[src/rtl/multi_cycle_sequencer.sv]
// State register and next-state logic for the multi-cycle MIPS datapath.
// Also produces the instruction-complete pulse, trap flag and debug counters.
module multi_cycle_sequencer #(
  parameter int CNT_WIDTH = 32,
  parameter bit TRAP_EN   = 1'b1
) (
  input  logic                 clk,
  input  logic                 rst,
  input  logic [5:0]           opcode,
  input  logic                 dmem_ready,
  output logic [3:0]           current_state,
  output logic                 instr_done,
  output logic                 trap,
  output logic [CNT_WIDTH-1:0] cycle_cnt,
  output logic [CNT_WIDTH-1:0] instr_cnt
);

  typedef enum logic [3:0] {
    S_FETCH  = 4'd0,
    S_DECODE = 4'd1,
    S_MEMADR = 4'd2,
    S_MEMRD  = 4'd3,
    S_MEMWB  = 4'd4,
    S_MEMWR  = 4'd5,
    S_EXEC   = 4'd6,
    S_RWB    = 4'd7,
    S_BRANCH = 4'd8,
    S_JUMP   = 4'd9,
    S_TRAP   = 4'd10
  } state_t;

  localparam logic [5:0] OP_RTYPE = 6'b000000;
  localparam logic [5:0] OP_J     = 6'b000010;
  localparam logic [5:0] OP_BEQ   = 6'b000100;
  localparam logic [5:0] OP_LW    = 6'b100011;
  localparam logic [5:0] OP_SW    = 6'b101011;

  localparam logic [CNT_WIDTH-1:0] CNT_ONE = CNT_WIDTH'(1);

  // Where an illegal opcode sends the machine.
  localparam state_t ILLEGAL_NEXT = TRAP_EN ? S_TRAP : S_FETCH;

  state_t               state_q, state_d;
  logic                 instr_done_q, instr_done_d;
  logic                 trap_q, trap_d;
  logic [CNT_WIDTH-1:0] cycle_cnt_q, cycle_cnt_d;
  logic [CNT_WIDTH-1:0] instr_cnt_q, instr_cnt_d;

  always_ff @(posedge clk or posedge rst) begin
    if (rst) begin
      state_q      <= S_FETCH;
      instr_done_q <= 1'b0;
      trap_q       <= 1'b0;
      cycle_cnt_q  <= '0;
      instr_cnt_q  <= '0;
    end else begin
      state_q      <= state_d;
      instr_done_q <= instr_done_d;
      trap_q       <= trap_d;
      cycle_cnt_q  <= cycle_cnt_d;
      instr_cnt_q  <= instr_cnt_d;
    end
  end

  always_comb begin
    state_d      = state_q;
    instr_done_d = 1'b0;
    case (state_q)
      S_FETCH: state_d = S_DECODE;
      S_DECODE: begin
        case (opcode)
          OP_LW, OP_SW: state_d = S_MEMADR;
          OP_RTYPE:     state_d = S_EXEC;
          OP_BEQ:       state_d = S_BRANCH;
          OP_J:         state_d = S_JUMP;
          default:      state_d = ILLEGAL_NEXT;
        endcase
      end
      S_MEMADR: begin
        case (opcode)
          OP_LW:   state_d = S_MEMRD;
          OP_SW:   state_d = S_MEMWR;
          default: state_d = ILLEGAL_NEXT;
        endcase
      end
      S_MEMRD: begin
        if (dmem_ready) state_d = S_MEMWB;
      end
      S_MEMWR: begin
        if (dmem_ready) begin
          state_d      = S_FETCH;
          instr_done_d = 1'b1;
        end
      end
      S_EXEC: state_d = S_RWB;
      S_MEMWB, S_RWB, S_BRANCH, S_JUMP: begin
        state_d      = S_FETCH;
        instr_done_d = 1'b1;
      end
      S_TRAP:  state_d = S_TRAP;
      default: state_d = S_FETCH;
    endcase

    trap_d      = (state_d == S_TRAP);
    cycle_cnt_d = cycle_cnt_q + CNT_ONE;
    instr_cnt_d = instr_done_d ? (instr_cnt_q + CNT_ONE) : instr_cnt_q;
  end

  assign current_state = state_q;
  assign instr_done    = instr_done_q;
  assign trap          = trap_q;
  assign cycle_cnt     = cycle_cnt_q;
  assign instr_cnt     = instr_cnt_q;

endmodule
[config.mk]
export PLATFORM = sky130hd
export DESIGN_NAME = multi_cycle_sequencer
export DESIGN_NICKNAME = d
export VERILOG_FILES = /design/src/rtl/multi_cycle_sequencer.sv
export SDC_FILE = /design/constraint.sdc
export NUM_CORES = 1
export LEC_CHECK = 0
export CAP_MARGIN = 20
export CORE_ASPECT_RATIO = 1.75
export CORE_UTILIZATION = 49
export CTS_CLUSTER_DIAMETER = 150
export DETAILED_ROUTE_END_ITERATION = 8
export PLACE_DENSITY = 0.81
export SYNTH_ARGS = -nofsm -noshare
export SYNTH_HDL_FRONTEND = slang
export SYNTH_SLANG_ARGS = --single-unit
[constraint.sdc]
create_clock -name clk -period 3.15 [get_ports clk]
set_input_delay 0.63 -clock clk [delete_from_list [all_inputs] [get_ports clk]]
set_output_delay 0.63 -clock clk [all_outputs]
set_load 0.05 [all_outputs]
==> Yosys cells after proc, flatten, opt, wreduce, memory -nomap -nowiden <==
Index checks and enable logic that the tools add are counted.
{ "totals": {"regBits": 70, "out_inout_bits": 70, "elab_cells": 33} }
{ "classes": {"add_sub_neg": 2, "eq_ne": 15, "mux": 7, "reduce_logical": 4} }
{ "ops": {"columns": ["cell", "count"], "rows": [
  ["32-bit by 1-bit adder with 32-bit output (second input constant)", 2],
  ["4-bit case mux with 7 select lines", 1],
  ["4-bit by 3-bit equality test with 1-bit output (second input constant)", 4],
  ["4-bit equality test (second input constant)", 4],
  ["4-bit case mux with 4 select lines", 1],
  ["6-bit equality test (second input constant)", 2],
  ["4-bit by 2-bit equality test with 1-bit output (second input constant)", 2],
  ["4-bit two-way mux", 2],
  ["4-bit case mux with 2 select lines", 1],
  ["6-bit by 2-bit equality test with 1-bit output (second input constant)", 1],
  ["6-bit by 3-bit equality test with 1-bit output (second input constant)", 1],
  ["6-bit logical NOT", 1],
  ["4-bit by 1-bit equality test with 1-bit output (second input constant)", 1],
  ["4-bit logical NOT", 1],
  ["4-bit OR reduction", 1],
  ["1-bit case mux with 2 select lines", 1],
  ["2-bit OR reduction", 1],
  ["1-bit two-way mux", 1]
]} }

==> Longest topological paths before layout <==
{ "depth": {"word_depth": 5, "ltp_mapped": 7, "ltp_nobuf": 6} }

==> Worst setup path before layout <==
Ideal clock, no wire load.
{ "synth_timing": {"kind": "register to register", "startpoint": "register cycle_cnt_q[0] (netlist: cycle_cnt[0])", "endpoint": "register cycle_cnt_q[24] (netlist: cycle_cnt[24])", "t_arrival_ns": 2.014, "slack_ns": 1.054, "path_stages_with_launch": 8, "synth_period_minus_slack_ns": 2.096, "path_cell_list": "dfrtp_1 > ha_1 > nand2_1 > or3_1 > clkbuf_1 > or2_1 > nor2_1 > xor2_1"} }
{ "synth_via": {"elab_chain_cells": 1} }
{ "synth_lines": {"columns": ["element", "line", "rtl"], "rows": [
  ["start: declaration", "46", "logic [CNT_WIDTH-1:0] cycle_cnt_q, cycle_cnt_d;"],
  ["start signal: assignment", "60", "cycle_cnt_q <= cycle_cnt_d;"],
  ["32-bit by 1-bit adder with 32-bit output", "105", "cycle_cnt_d = cycle_cnt_q + CNT_ONE;"],
  ["via cycle_cnt_d[24]", "46", null]
]} }
The timed path passes the listed nets, and every way through them passes these cells.
A chain may end at the register's enable or synchronous reset.

==> Worst setup path after layout <==
{ "layout_timing": {"startpoint": "input port dmem_ready", "endpoint": "register instr_cnt_q[29] (netlist: instr_cnt[29])"} }
{ "layout_via": {"elab_chain_cells": 2} }
{ "layout_lines": {"columns": ["element", "line", "rtl"], "rows": [
  ["start: declaration", "10", "input logic dmem_ready,"],
  ["1-bit two-way mux", "90", "if (dmem_ready) begin"],
  ["1-bit case mux with 2 select lines", "68", "case (state_q)"],
  ["end signal: assignment", "61", "instr_cnt_q <= instr_cnt_d;"],
  ["end: declaration", "47", "logic [CNT_WIDTH-1:0] instr_cnt_q, instr_cnt_d;"]
]} }
Every way passes these cells.

==> summary.txt <==
Clocking
  • Inserted Clock Buffers: 9
  • Clock-pin transition on the worst setup and hold timing paths: 0.07 ns
  • Number of H-tree branching levels: 3
  • Clock tree from TritonCTS: yes
  • Max clock buf depth: 2
  • Root Buffer Master: clkbuf_8
  • CTS Hold Buffers Added: 0
  • Source-to-sink clock delay at the later pin of the worst-skew pair: 0.35 ns
  • Post-CTS setup buffer count: 0
  • # resized after CTS: 0
  • Number of clock sinks: 70

Cells and area
  • Diodes inserted: 0
  • Fraction of final layout cells sized beyond drive strength 1: 0.06789
  • Final cell count without fillers: 463
  • Flip-flop and latch area: 0.001752 mm^2
  • Nets: 389
  • Relative area change from synthesis to final layout: 34.69%
  • Filler cell count: 517
  • Multi-input gate area in the final layout: 0.001403 mm^2

Place
  • Count of buffers inserted at the top-level ports: 78
  • Final Wtd Congestion: 0.7597
  • Post-detail-place hpwl: 4802 um
  • Number of placed instances, taps included: 447

Worst setup path
  • Setup crit start: dmem_ready
  • Worst path arrival time: 2.83 ns
  • Worst Path Class, Setup: primary input to register
  • Endpoint kind of the worst setup timing path: register
  • Destination of the critical timing path: instr_cnt[29]
  • Reg-to-reg critical path startpoint: current_state[2]
  • Kind of launch point of the worst setup path: primary input
  • Highest net fanout along the worst path: 11
  • FF-to-FF End: instr_cnt[29]
  • Setup slack of the worst register-to-register path: 0.72 ns
  • Cells on worst reg2reg path: 5
  • Worst path required time: 3.39 ns

Synth
  • Part of the Yosys area used for sequential elements: 0.5439
  • Post-synthesis area per instance: 10.95 um^2
  • Count leader, synth: dfrtp_1
  • Proportion of synthesized flip-flops having asynchronous set or reset: 1.000
  • Post-synthesis cell type with the largest combined area: dfrtp_1
  • Post-Syn Area: 0.003221 mm^2
  • Net Count, Synth: 305
  • Synth warnings: 0
  • Share of Yosys cell area claimed by the top area cell type: 0.5439
  • Post-synth EDFFs: 0
  • Number of distinct library cell variants in the gate-level netlist after synthesis: 41
  • Area contributors post-synth: dfrtp_1 54%, xnor2_1 13%, xor2_1 3.8%, nand4_1 3.5%, nand2_1 3.1%
  • Number of instances in the synthesized netlist: 294
  • Flip-flop and latch count after synthesis: 70
  • Top cell types by occurrence after synthesis: 70 x dfrtp_1, 48 x xnor2_1, 27 x nand2_1, 19 x nor2_1
  • Ys flop type: dfrtp_1

Timing
  • Final worst-path cycle share: 0.8228
  • Final-layout setup total negative slack: 0 ns
  • FMAX: 385.8 MHz
  • Max-Slew Margin vs Limit: 0.3305
  • Number of setup violations in the final report: 0
  • Minimum period implied by the final worst setup slack: 2.592 ns
  • RSZ-0062 raised after global routing: no
  • Worst slew pin tran: 0.9959 ns
  • Max-slew violation count: 0
  • Worst clock skew: 0.009117 ns
  • Hold Vio Cnt, Final: 0

Global route
  • Number of global-route vias before repair: 2355
  • Overall Global Routing Usage: 0.2122
  • Antenna violations before repair: 0
  • Pin count of the biggest net entering global routing: 44
  • Wire length of the first global-routing pass: 11050 um
  • Remaining global-route overflow: 0

Floorplanning
  • Area of the placeable core: 0.006276 mm^2
  • Floorplan die width: 63.29 um
  • Full die area: 0.006914 mm^2
  • Row count: 38
  • Initial core utilization: 0.5132
  • IO Count: 79
  • Die height: 109.2 um

Run
  • Reported max-cap violation count: 0

Detailed routing
  • Vias per inst: 5.397
  • Routed vias: 2499
  • Antenna-violating nets left: 0
  • Number of search-and-repair iterations in the first detailed-routing pass: 4
  • Drt drc: 0
  • Iteration-0 DRC Markers: 81
  • Average wire per standard cell: 14.33 um
  • Routed Wire Length: 6635 um

Hold path
  • Worst hold path type: register to register

Power and ir drop
  • Total leakage power: 1.855 nW
  • Power density cells: 588.3 mW/mm^2
  • Max rail drop VDD: 569.9 uV

Status
  • Result of the run: finished clean
[how the worst min path moves through the flow]
stage                   from             to  slack [ns]  depth (start not counted)
2_1_floorplan   cycle_cnt[0]   cycle_cnt[0]        0.72                          1
3_3_place_gp   cycle_cnt[31]  cycle_cnt[31]        0.46                          1
3_5_place_dp   instr_cnt[31]  instr_cnt[31]        0.48                          1
4_1_cts        cycle_cnt[31]  cycle_cnt[31]        0.49                          1
5_1_grt        cycle_cnt[27]  cycle_cnt[27]        0.51                          1
6_report       cycle_cnt[31]  cycle_cnt[31]        0.48                          1
[per-layer routing]
layer	global-route usage	vias to the layer above	share of wire
met5	0	-	0
met4	0.1201	0	0.031
met3	0.05021	15	0.046
met2	0.3564	75	0.52
met1	0.2471	1227	0.40
li1	-	1182	-
[power by group]
group / total (mW) / switching, mW / internal [mW]
sequential: 1.07 / 0.106 / 0.959
clock: 0.896 / 0.326 / 0.570
combinational: 0.591 / 0.381 / 0.210
total: 2.55 / 0.812 / 1.74
[area by class of cell]
| cell class | count | share of cell area |
|---|---|---|
| Timing Repair Buffer | 79 | 0.1846 |
| Multi-Input combinational cell | 209 | 0.3233 |
| Clock buffer | 13 | 0.03663 |
| Tap cell | 80 | 0.02307 |
| Clock inverter | 3 | 0.02077 |
| Inverter | 9 | 0.007788 |
| Sequential cell | 70 | 0.4038 |
[metrics by stage]
stage / util / worst slack, ns / total power [mW] / hold slack, ns / instance area (um^2)
after floorplan: - / 0.7518 / 1.489 / 0.7213 / 3221
after global placement: 0.6515 / 0.2498 / 1.660 / 0.4573 / 4089
after detailed placement: 0.6515 / 0.1591 / 1.673 / 0.4787 / 4089
after CTS: 0.6912 / 0.5407 / 2.573 / 0.4917 / 4338
after global routing: 0.6912 / 0.2938 / 2.671 / 0.5065 / 4338
final: 0.6912 / 0.5582 / 2.552 / 0.4796 / 4338
[registers in the layout, indices dropped and copies added, names as in the netlist]
signal         cells
instr_done         1
cycle_cnt         32
trap               1
instr_cnt         32
current_state      4
[cell usage in the layout (no fill, tap or decap), types with 3 or more instances in the layout]
cell | synthesis | routed
a21oi_1 | 4 | 4
and3_1 | 11 | 11
and4_1 | 4 | 4
bufinv_16 | 0 | 3
clkbuf_8 | 0 | 11
clkdlybuf4s50_1 | 0 | 78
dfrtp_1 | 70 | 70
inv_1 | 8 | 7
nand2_1 | 27 | 27
nand2b_1 | 5 | 5
nand3_1 | 18 | 18
nand4_1 | 18 | 18
nor2_1 | 19 | 19
nor2b_1 | 3 | 3
nor3_1 | 6 | 6
o21ai_0 | 5 | 5
or3_1 | 3 | 3
xnor2_1 | 48 | 48
xor2_1 | 14 | 14
[kinds of logic after synthesis]
kind of cell | count (synthesis) | share of synthesized area
AND/OR/NAND/NOR | 131 | 0.2257
XOR/XNOR | 62 | 0.1686
AO/OA/AOI/OAI | 13 | 0.03031
buffers and inverters | 15 | 0.02059
adder cells (fa/ha/maj) | 2 | 0.007769
multiplexers | 1 | 0.003108
flip-flops | 70 | 0.5439
[critical path, cell delays in order]
cell and delay [ns]:
clkdlybuf4s50_1 0.53, or3b_1 0.17, a32oi_4 0.17, nor4_2 0.91, nand4_1 0.23, xnor2_1 0.19
(Power assumes the default switching activity.)
